--- src/rtl/berexp_feeder.sv ---
// Issue/return controller for the Bernoulli-exponential rejection stage.
// Pairs candidates with PRNG bytes, tracks tags across BerExp and buffers accepted samples.
module berexp_feeder #(
  parameter int DEPTH   = 8,
  parameter int Z_WIDTH = 16
) (
  input  logic                       clk,
  input  logic                       rst,
  input  logic                       cand_val_i,
  output logic                       cand_rdy_o,
  input  logic [Z_WIDTH-1:0]         cand_z_i,
  input  logic [63:0]                cand_x_i,
  input  logic [63:0]                cand_ccs_i,
  input  logic                       rnd_val_i,
  output logic                       rnd_rdy_o,
  input  logic [7:0]                 rnd_i,
  output logic                       be_din_val_o,
  output logic [63:0]                be_x_o,
  output logic [63:0]                be_ccs_o,
  output logic [7:0]                 be_rand_8_o,
  input  logic                       be_dout_val_i,
  input  logic                       be_w_i,
  output logic                       acc_val_o,
  input  logic                       acc_rdy_i,
  output logic [Z_WIDTH-1:0]         acc_z_o,
  output logic                       rej_pulse_o,
  output logic [31:0]                rej_cnt_o,
  output logic [$clog2(DEPTH):0]     inflight_o,
  output logic                       err_o
);

  localparam int AW = $clog2(DEPTH);
  localparam int CW = AW + 1;

  // The tag FIFO occupancy always equals the in-flight count, so one counter serves both.
  logic [Z_WIDTH-1:0] tag_mem [DEPTH];
  logic [AW-1:0]      tag_wr_q, tag_rd_q;
  logic [CW-1:0]      inflight_q;

  logic [Z_WIDTH-1:0] res_mem [DEPTH];
  logic [AW-1:0]      res_wr_q, res_rd_q;
  logic [CW-1:0]      res_cnt_q;

  logic [CW:0]        occ;
  logic               can_issue;
  logic               fire;
  logic               tag_empty;
  logic               ret_ok;
  logic               res_push;
  logic               res_pop;
  logic [Z_WIDTH-1:0] tag_head;

  assign occ       = {1'b0, inflight_q} + {1'b0, res_cnt_q};
  assign can_issue = (occ < (CW+1)'(DEPTH));

  // Ready terms are combinational; masking with rst keeps them low throughout reset.
  assign cand_rdy_o = rnd_val_i  & can_issue & ~rst;
  assign rnd_rdy_o  = cand_val_i & can_issue & ~rst;
  assign fire       = cand_val_i & rnd_val_i & can_issue & ~rst;

  assign tag_empty = (inflight_q == '0);
  assign ret_ok    = be_dout_val_i & ~tag_empty;
  assign tag_head  = tag_mem[tag_rd_q];

  assign acc_val_o = (res_cnt_q != '0);
  assign acc_z_o   = acc_val_o ? res_mem[res_rd_q] : '0;
  assign res_push  = ret_ok & be_w_i;
  assign res_pop   = acc_val_o & acc_rdy_i;

  assign inflight_o = inflight_q;

  // NOTE: FIFO storage has no reset; the pointers and counts define validity, and
  // leaving the arrays unreset lets them map onto plain register files or RAM.
  always_ff @(posedge clk) begin
    if (fire)     tag_mem[tag_wr_q] <= cand_z_i;
    if (res_push) res_mem[res_wr_q] <= tag_head;
  end

  // NOTE: all state uses non-blocking assignments so every register samples
  // pre-edge values regardless of statement order.
  always_ff @(posedge clk or posedge rst) begin
    if (rst) begin
      tag_wr_q     <= '0;
      tag_rd_q     <= '0;
      inflight_q   <= '0;
      res_wr_q     <= '0;
      res_rd_q     <= '0;
      res_cnt_q    <= '0;
      be_din_val_o <= 1'b0;
      be_x_o       <= '0;
      be_ccs_o     <= '0;
      be_rand_8_o  <= '0;
      rej_pulse_o  <= 1'b0;
      rej_cnt_o    <= '0;
      err_o        <= 1'b0;
    end else begin
      be_din_val_o <= fire;
      if (fire) begin
        be_x_o      <= cand_x_i;
        be_ccs_o    <= cand_ccs_i;
        be_rand_8_o <= rnd_i;
        tag_wr_q    <= tag_wr_q + AW'(1);
      end

      if (ret_ok) tag_rd_q <= tag_rd_q + AW'(1);

      unique case ({fire, ret_ok})
        2'b10:   inflight_q <= inflight_q + CW'(1);
        2'b01:   inflight_q <= inflight_q - CW'(1);
        default: inflight_q <= inflight_q;
      endcase

      if (res_push) res_wr_q <= res_wr_q + AW'(1);
      if (res_pop)  res_rd_q <= res_rd_q + AW'(1);

      unique case ({res_push, res_pop})
        2'b10:   res_cnt_q <= res_cnt_q + CW'(1);
        2'b01:   res_cnt_q <= res_cnt_q - CW'(1);
        default: res_cnt_q <= res_cnt_q;
      endcase

      rej_pulse_o <= ret_ok & ~be_w_i;
      if (ret_ok && !be_w_i && rej_cnt_o != 32'hFFFF_FFFF)
        rej_cnt_o <= rej_cnt_o + 32'd1;

      // A return with nothing outstanding means BerExp and this block disagree.
      if (be_dout_val_i && tag_empty) err_o <= 1'b1;
    end
  end

endmodule

--- config.mk ---
export PLATFORM = sky130hd
export DESIGN_NAME = berexp_feeder
export DESIGN_NICKNAME = d
export VERILOG_FILES = /design/src/rtl/berexp_feeder.sv
export SDC_FILE = /design/constraint.sdc
export NUM_CORES = 1
export LEC_CHECK = 0
export ABC_AREA = 1
export CAP_MARGIN = 10
export CORE_ASPECT_RATIO = 1.25
export CORE_MARGIN = 4
export CORE_UTILIZATION = 52
export CTS_CLUSTER_SIZE = 8
export DETAILED_ROUTE_END_ITERATION = 12
export PLACE_DENSITY = 0.8
export SYNTH_ARGS = -nofsm -noshare
export SYNTH_HDL_FRONTEND = slang
export SYNTH_SLANG_ARGS = --single-unit
--- constraint.sdc ---
create_clock -name clk -period 7.1 [get_ports clk]
set_input_delay 0.71 -clock clk [delete_from_list [all_inputs] [get_ports clk]]
set_output_delay 0.71 -clock clk [all_outputs]
set_load 0.005 [all_outputs]
## Word-level counts from Yosys, hierarchy flattened

Memories as Yosys holds them, arrays and structs flattened.
Index checks and enable logic that the tools add are counted.

| word-level totals | value |
|---|---|
| bits in registers | 191 |
| bits in writable memories | 256 |
| output and inout port bits | 194 |
| word-level logic and storage cells | 60 |
| memories | 2 |

Memories:

| memory | depth | bits a word | rd ports | clocked after memory_dff | wr ports | RTL line | source |
|---|---|---|---|---|---|---|---|
| res_mem | 8 | 16 | 1 | 0 | 1 | 40 | `logic [Z_WIDTH-1:0] res_mem [DEPTH];` |
| tag_mem | 8 | 16 | 1 | 0 | 1 | 36 | `logic [Z_WIDTH-1:0] tag_mem [DEPTH];` |

| cells by class | value |
|---|---|
| add/sub/neg operators | 10 |
| $lt $le $gt $ge | 1 |
| equality and inequality tests | 5 |
| multiplexer cells | 7 |
| bitwise operators | 14 |
| reductions and logical operators | 8 |

Operators by type and width:

| operator | count |
|---|---|
| $add A32 B1 Y32 const B | 1 |
| $ne A32 B32 Y1 const B | 1 |
| $mux W16 | 1 |
| $pmux W4 S2 | 2 |
| $add A3 B1 Y3 const B | 4 |
| $and A1 B1 Y1 | 11 |
| $add A4 B1 Y4 const B | 2 |
| $sub A4 B1 Y4 const B | 2 |
| $add A4 B4 Y5 | 1 |
| $lt A5 B4 Y1 const B | 1 |
| $eq A2 B1 Y1 const B | 2 |
| $eq A2 B2 Y1 const B | 2 |
| $logic_not A4 Y1 | 1 |
| $mux W1 | 4 |
| $reduce_bool A2 Y1 | 2 |
| $reduce_bool A4 Y1 | 1 |
| $logic_and A1 B1 Y1 | 3 |
| $not A1 Y1 | 3 |
| $logic_not A1 Y1 | 1 |

## Longest topological paths before layout

Gate-level depths: netlist (run 1).

| logic depth | value |
|---|---|
| word-level depth | 6 |
| gate-level depth with buffers | 15 |
| gate-level depth less buffers | 14 |

## Worst setup path before layout (run 1)

Ideal clock, no wire load.

| timing | value |
|---|---|
| path kind | input-to-reg |
| start point | input port rst |
| end point | memory tag_mem[6][0] (enable) |
| setup time | 409 ps |
| arrival time | 6759 ps |
| required time | 6691 ps |
| setup slack | -68 ps |
| stages on the path | 4 |
| buffers on the path | 1 |
| cell sequence | inv_1 nand3_2 clkbuf_1 nor3_1 |

| on the way | value |
|---|---|
| cells in the longest elaborated chain, start to end | 4 |

RTL lines:

| item | RTL line | source |
|---|---|---|
| from (decl) | 8 | `input logic rst,` |
| $not A1 Y1 | 59 | `assign fire = cand_val_i & rnd_val_i & can_issue & ~rst;` |
| $and A1 B1 Y1 | 59 |  |
| $mux W1 | 75 | `if (fire) tag_mem[tag_wr_q] <= cand_z_i;` |
| $mux W1 (implied by the code) | 75 |  |
| to (decl) | 36 |  |

No other way between the ends.

## Worst setup path after layout (run 1)

| timing | value |
|---|---|
| start point | register res_rd_q[0] |
| end point | output port acc_z_o[4] |

| on the way | value |
|---|---|
| cells in the longest elaborated chain, start to end | 2 |

RTL lines:

| item | RTL line | source |
|---|---|---|
| from (decl) | 41 | `logic [AW-1:0] res_wr_q, res_rd_q;` |
| from (signal assigned) | 114 | `if (res_pop) res_rd_q <= res_rd_q + AW'(1);` |
| $mem_v2 Z8 W16 | -- |  |
| $mux W16 | 66 | `assign acc_z_o = acc_val_o ? res_mem[res_rd_q] : '0;` |
| to (decl) | 25 | `output logic [Z_WIDTH-1:0] acc_z_o,` |

No other way between the ends.

==> impl_summary.log, run 1 <==
INFO  metric detailedPlacementHpwl = about 33 mm
INFO  metric initial_core_util = between 50% and 60%
INFO  metric power_per_cell_area = just over 400 nW/um^2
INFO  metric die_w = 177.0 um
INFO  metric layout_worst_path_cycle_share = 51.30%
INFO  metric synth-edff-count = roughly 260
INFO  metric design.die.area = 38,810 sq um
INFO  metric count_of_port_buffers_added_during_placement = between 300 and 400
INFO  metric setup.worst_path.end_class = primary output
INFO  metric grt_util_all_layers = between 20% and 30%
INFO  metric average_cell_area_after_synthesis = just over 10 sq um
INFO  metric share_clk_of_total_power = 27.0%
INFO  metric grt_first_pass_wirelength = between 70 and 80 mm
INFO  metric leakagePower = about 10 nW
INFO  metric pwr-share-seq = between 30 and 40%
INFO  metric netlist_area = about 19,000 sq um
INFO  metric post_synth_inst_count = 1,791
INFO  metric slew_at_the_pin_closest_to_its_max_slew_limit = 1.240 ns
INFO  metric final-hold-violation-count = 0
INFO  metric internal_power = 6.588 mW
INFO  metric layout_cells_sized_above_1 = between 5 and 6%
INFO  metric numClockSinks = around 450
INFO  metric power.switching_fraction = about 33%
INFO  metric synth-warning-count = 0
INFO  metric drc = 0
INFO  metric syn-num-nets = 1,965
INFO  metric timing.critical_path.from_type = register
INFO  metric floorplan.core_area = ~35,000 sq um
INFO  metric via_count_of_the_first_global_routing_pass = approximately 14,000
INFO  metric synthToLayoutAreaGrowth = 30.65%
INFO  metric max_clock_freq = between 200 and 300 MHz
INFO  metric max_cap_violations = 0
INFO  metric setup-tns-final = 0 ns
INFO  metric wirelength_met1 = about 19 mm
INFO  metric hp-class = register to register
INFO  metric root_buffer = clkbuf_16
INFO  metric drtAntennaViolNets = 0
INFO  metric wl = around 50 mm
INFO  metric timing.final.max_slew_violations = 0
INFO  metric route.met2.wl = between 20 and 30 mm
INFO  metric yosys_most_used_dff = edfxtp_1
INFO  metric hold_buffers = 0
INFO  metric instances_no_fill = ~2,700
INFO  metric mostFrequentLayoutCells = nand2_1, clkdlybuf4s50_1, edfxtp_1
INFO  metric fillCellCount = ~2,500
INFO  metric pre_repair_dr_iteration_count = 7
INFO  metric most_frequent_standard_cell_in_the_layout_excluding_fill_and_tap_cells = nand2_1
INFO  metric worst_r2r_path_depth = 9
INFO  metric antenna_found_initial = 9
INFO  metric grt_max_degree = between 150 and 200
INFO  metric clk_latency = a little under 0.6 ns
INFO  metric critPathRequiredTime = 6.39 ns
INFO  metric critical_path_class = register to primary output
INFO  metric run_status = finished clean
INFO  metric dpl.cell_count = 2,551
INFO  metric cp_max_fo = 55
INFO  metric cts_tree = built
INFO  metric cts-buffers-inserted = 61
INFO  metric top_layer = met5
INFO  metric ys_types = 34
INFO  metric clock_tree.htree_level_count = 2
INFO  metric clock_pin_slew_on_the_worst_setup_and_hold_paths = about 0.05 ns
INFO  metric clock_skew = between 0.02 and 0.03 ns
INFO  metric logic_pwr_share = between 30% and 40%
INFO  metric cell_depth_of_the_worst_min_delay_path = 1
INFO  metric rows = 77
INFO  metric finalCriticalPeriod = about 3.6 ns
INFO  metric power.ir.vdd_worst = between 0.2 and 0.3 mV
INFO  metric floorplan.io_pins = around 350
INFO  metric postLayoutCoreUtil = 68.60%
INFO  metric cts_max_path_buffers = 3
INFO  metric synth_seq_cells = about 450
INFO  metric slew-limit-headroom = about 17%
INFO  metric synth-seq-area-share = between 60% and 70%
INFO  metric async_reset_ff_share = a little over two fifths
INFO  metric power.switching = about 3.2 mW
INFO  metric setup_violations = 0
INFO  metric grt_setup_unrepaired = no
INFO  metric total_power_draw = just under 10 mW
INFO  metric postCtsSetupRepairBufs = 0
INFO  metric detailroute.wirelength.met3 = around 4.4 mm
INFO  metric grt_overflow_total = 0
INFO  metric die_height = about 220 um
INFO  metric wire_per_inst = between 15 and 20 um
INFO  metric place_congestion = ~0.89
INFO  metric avgViaCountPerCell = 5.271
INFO  metric detailroute.via_count = about 14,000
INFO  metric first_drt_iteration_drcs = around 1,100
INFO  metric total_of_cells_resized_after_clock_tree_synthesis = 0
INFO  metric final_net_count = ~2,300
INFO  metric worst_ep_arrival_time = just under 3 ns
[logic make-up after synthesis]
family	synth area share (%)
and+or+nand+nor	20.22
DFF	67.16
AOI/OAI and AO/OA	5.372
xor gates and xnor gates	1.179
buffers and inverters	3.296
adders and majority gates	1.051
muxes	1.725
[cell usage after synthesis, types with 9 or more instances]
cell | instances | area share (%)
buf_2 | 25 | 0.67
nor2_1 | 205 | 4.1
o22ai_1 | 48 | 1.6
edfxtp_1 | 256 | 41
clkbuf_1 | 35 | 0.71
nor3_1 | 9 | 0.24
o211ai_1 | 17 | 0.69
buf_4 | 16 | 0.65
mux2i_1 | 32 | 1.7
dfrtp_1 | 191 | 26
xor2_1 | 17 | 0.80
nand3_1 | 18 | 0.49
nand2_1 | 704 | 14
inv_1 | 50 | 1.0
ha_1 | 14 | 0.94
o21ai_0 | 108 | 2.9
[flip-flops by register name, summed over array words and instances, names as in the netlist]
| name | flops |
|---|---|
| be_ccs_o | 64 |
| be_din_val_o | 1 |
| be_rand_8_o | 8 |
| be_x_o | 64 |
| err_o | 1 |
| inflight_o | 4 |
| rej_cnt_o | 32 |
| rej_pulse_o | 1 |
| res_cnt_q | 4 |
| res_mem | 128 |
| res_rd_q | 3 |
| res_wr_q | 3 |
| tag_mem | 128 |
| tag_rd_q | 3 |
| tag_wr_q | 3 |
[critical path: stages (launching register included)]
cell	delay, ns
dfrtp_1	0.41
inv_1	0.27
buf_4	0.53
o21ai_0	0.16
o22ai_1	0.18
nor2_1	0.06
nor2_1	0.18
clkdlybuf4s50_1	0.53
[layout make-up]
cell class | instances | area (sq um) | area share [%]
multi-input cells | 1210 | 5578 | 23.00
flip-flops and latches | 447 | 12470 | 51.41
clock inverters | 1 | 8.758 | 0.03611
well taps | 474 | 593.1 | 2.445
clock buffers | 102 | 1723 | 7.103
repair buffers | 367 | 3649 | 15.04
inverters | 53 | 207.7 | 0.8563
diodes | 11 | 27.53 | 0.1135
[through the flow]
| stage | hold slack, ns | setup slack (ns) | instance area [sq um] |
|---|---|---|---|
| 2_1_floorplan | 0.4663 | 1.801 | 18570 |
| 3_3_place_gp | 0.4523 | 3.113 | 22500 |
| 3_5_place_dp | 0.4642 | 3.058 | 22500 |
| 4_1_cts | 0.4772 | 3.481 | 24230 |
| 5_1_grt | 0.4900 | 3.271 | 24240 |
| 6_report | 0.4731 | 3.457 | 24250 |
[metal layers]
metal	vias up	track usage, %
met1	6780	31.60
met2	573	43.83
met4	2	8.875
met5	-	0
met3	87	6.806
li1	6606	-
[path summary, 6_finish.rpt]
kind | startpoint | end | slack, ns
min in group asynchronous | rst | res_rd_q[1] | 0.58
setup / recovery | res_rd_q[0] | acc_z_o[4] | 3.46
hold reg to reg | err_o | err_o | 0.47
max in group asynchronous | rst | rej_cnt_o[20] | 5.03
hold / removal | err_o | err_o | 0.47
setup reg to reg | inflight_o[1] | be_ccs_o[50] | 3.62
[power by group through the flow]
| stage | Clock [mW] | Combinational (mW) | Sequential, mW |
|---|---|---|---|
| floorplan | 0 | 1.66 | 3.79 |
| global placement | 0 | 3.21 | 3.82 |
| detailed placement | 0 | 3.33 | 3.82 |
| CTS | 2.68 | 3.36 | 3.80 |
| global route | 2.81 | 3.69 | 3.87 |
| finish | 2.64 | 3.34 | 3.81 |
(Power assumes the default switching activity.)
==> inputs of run 2 (changes only) <==
- clock period: 7.1 -> 3.5 ns (I/O delays scaled with it)
==> run 2 against run 1 <==
  * Critical path type unchanged
  * Combinational power up 100%
  * Global-route usage fell by 0.21 points
  * Sequential share of layout area is 0.40 points lower
  * Final cell count is 0.71% higher
==> impl_summary.log, run 2 (same netlist as run 1, synthesis figures left out) <==
INFO  metric place_congestion = around 0.89
INFO  metric setup.reg_to_reg.worst_slack = approximately 0.8 ns
INFO  metric cts_max_path_buffers = 3
INFO  metric final-hold-violation-count = 0
INFO  metric critPathRequiredTime = 3.15 ns
INFO  metric cts_tree = built
INFO  metric critical_path_class = register to primary output
INFO  metric total_of_cells_resized_after_clock_tree_synthesis = 0
INFO  metric leakagePower = between 10 and 15 nW
INFO  metric layout.cell_area.non_filler = 24,440 sq um
INFO  metric dpl.cell_count = between 2,000 and 3,000
INFO  metric timing.final.max_slew_violations = 0
INFO  metric wire_per_inst = about 19 um
INFO  metric setup-tns-final = 0 ns
INFO  metric grt_util_all_layers = between 20% and 30%
INFO  metric layout_cells_sized_above_1 = 6.131%
INFO  metric clock_tree.htree_level_count = 2
INFO  metric rows = 77
INFO  metric cp_max_fo = 28
INFO  metric grt_first_pass_wirelength = ~77 mm
INFO  metric numClockSinks = roughly 450
INFO  metric run_status = finished clean
INFO  metric setup.worst_path.end_class = primary output
INFO  metric finalCriticalPeriod = approximately 3.0 ns
INFO  metric fin_worst_hold_slack = around 0.29 ns
INFO  metric most_frequent_standard_cell_in_the_layout_excluding_fill_and_tap_cells = nand2_1
INFO  metric placed_cell_area = between 20,000 and 25,000 sq um
INFO  metric die_height = about 220 um
INFO  metric max_clock_freq = approximately 330 MHz
INFO  metric die_w = 177.0 um
INFO  metric max_cap_violations = 0
INFO  metric count_of_port_buffers_added_during_placement = approximately 350
INFO  metric layout_top_registers = res_mem (128), tag_mem (128)
INFO  metric root_buffer = clkbuf_16
INFO  metric timing.critical_path.from_type = register
INFO  metric instances_no_fill = around 2,700
INFO  metric floorplan.io_pins = ~350
INFO  metric mostFrequentLayoutCells = nand2_1, clkdlybuf4s50_1, edfxtp_1
INFO  metric clk_latency = a little under 0.6 ns
INFO  metric hp-class = input port to asynchronous set/reset pin
INFO  metric slew-limit-headroom = a little over 30%
INFO  metric hold_buffers = 0
INFO  metric postLayoutCoreUtil = between 60 and 70%
INFO  metric total_power_draw = around 20 mW
INFO  metric wl = 50.25 mm
INFO  metric detailroute.via_count = between 10,000 and 15,000
INFO  metric drtAntennaViolNets = 0
INFO  metric setup_violations = 0
INFO  metric initial_core_util = a little over half
INFO  metric grt_setup_unrepaired = no
INFO  metric via_count_of_the_first_global_routing_pass = 14,330
INFO  metric detailedPlacementHpwl = between 30 and 40 mm
INFO  metric grt_max_degree = 165
INFO  metric worst_ep_arrival_time = 2.67 ns
INFO  metric first_drt_iteration_drcs = ~1,100
INFO  metric clock_skew = between 0.02 and 0.025 ns
INFO  metric floorplan.core_area = roughly 35,000 sq um
INFO  metric drc = 0
INFO  metric layout_worst_path_cycle_share = 86.17%
INFO  metric slew_at_the_pin_closest_to_its_max_slew_limit = approximately 1.0 ns
INFO  metric pre_repair_dr_iteration_count = 9
INFO  metric avgViaCountPerCell = ~5.3
INFO  metric grt_overflow_total = 0
INFO  metric postCtsSetupRepairBufs = 0
INFO  metric design.die.area = between 30,000 and 40,000 sq um
INFO  metric cts-buffers-inserted = between 60 and 70
INFO  metric final.setup.worst_slack = between 0.4 and 0.5 ns
INFO  metric power_per_cell_area = a little over 800 nW/um^2
INFO  metric antenna_found_initial = 8
INFO  metric power.ir.vdd_worst = roughly 0.53 mV
INFO  metric post_placement_worst_setup_slack = about 0.83 ns
INFO  metric clock_pin_slew_on_the_worst_setup_and_hold_paths = approximately 0.05 ns
INFO  metric final_net_count = 2,337
INFO  metric synthToLayoutAreaGrowth = 31.68%
[run 2: path summary, 6_finish.rpt]
kind,cells after the start,start,end
max in group asynchronous,4,rst,rej_cnt_o[22]
worst max register to register,10,inflight_o[1],be_x_o[1]
min in group clk,3,cand_x_i[48],be_x_o[48]
worst max-delay path,8,res_rd_q[0],acc_z_o[5]
worst min-delay path,3,rst,be_ccs_o[59]
worst min register to register,1,err_o,err_o
[run 2: cell type report]
class / count / area, sq um
clock inverter: 2 / 36.28
inverter: 53 / 207.7
clock buffer: 100 / 1694
fill: 2448 / 10910
tap: 474 / 593.1
sequential: 447 / 12470
timing repair buffer: 390 / 3866
antenna: 8 / 20.02
multi-input combinational: 1210 / 5559
[run 2: worst max-delay path, cell delays in order (launching register included)]
cell	delay (ns)
dfrtp_1	0.59
buf_4	0.35
nor2_1	0.10
nor2_1	0.10
o21ai_0	0.09
o211ai_1	0.09
nand2_1	0.07
nor2_1	0.14
clkdlybuf4s50_1	0.52
[run 2: power by group]
group | internal (mW) | total (mW) | switching [mW]
Sequential | 7.03 | 7.73 | 0.704
Combinational | 3.14 | 6.80 | 3.66
Clock | 3.25 | 5.35 | 2.10
[run 2: routing by layer]
layer  global-route usage (%)  routed length, um  up-vias
li1                         -                  -     6663
met1                    29.34              17650     6876
met2                    44.90              26390      573
met3                    7.926               4679      107
met4                    8.540               1498        4
met5                        0                 28        -
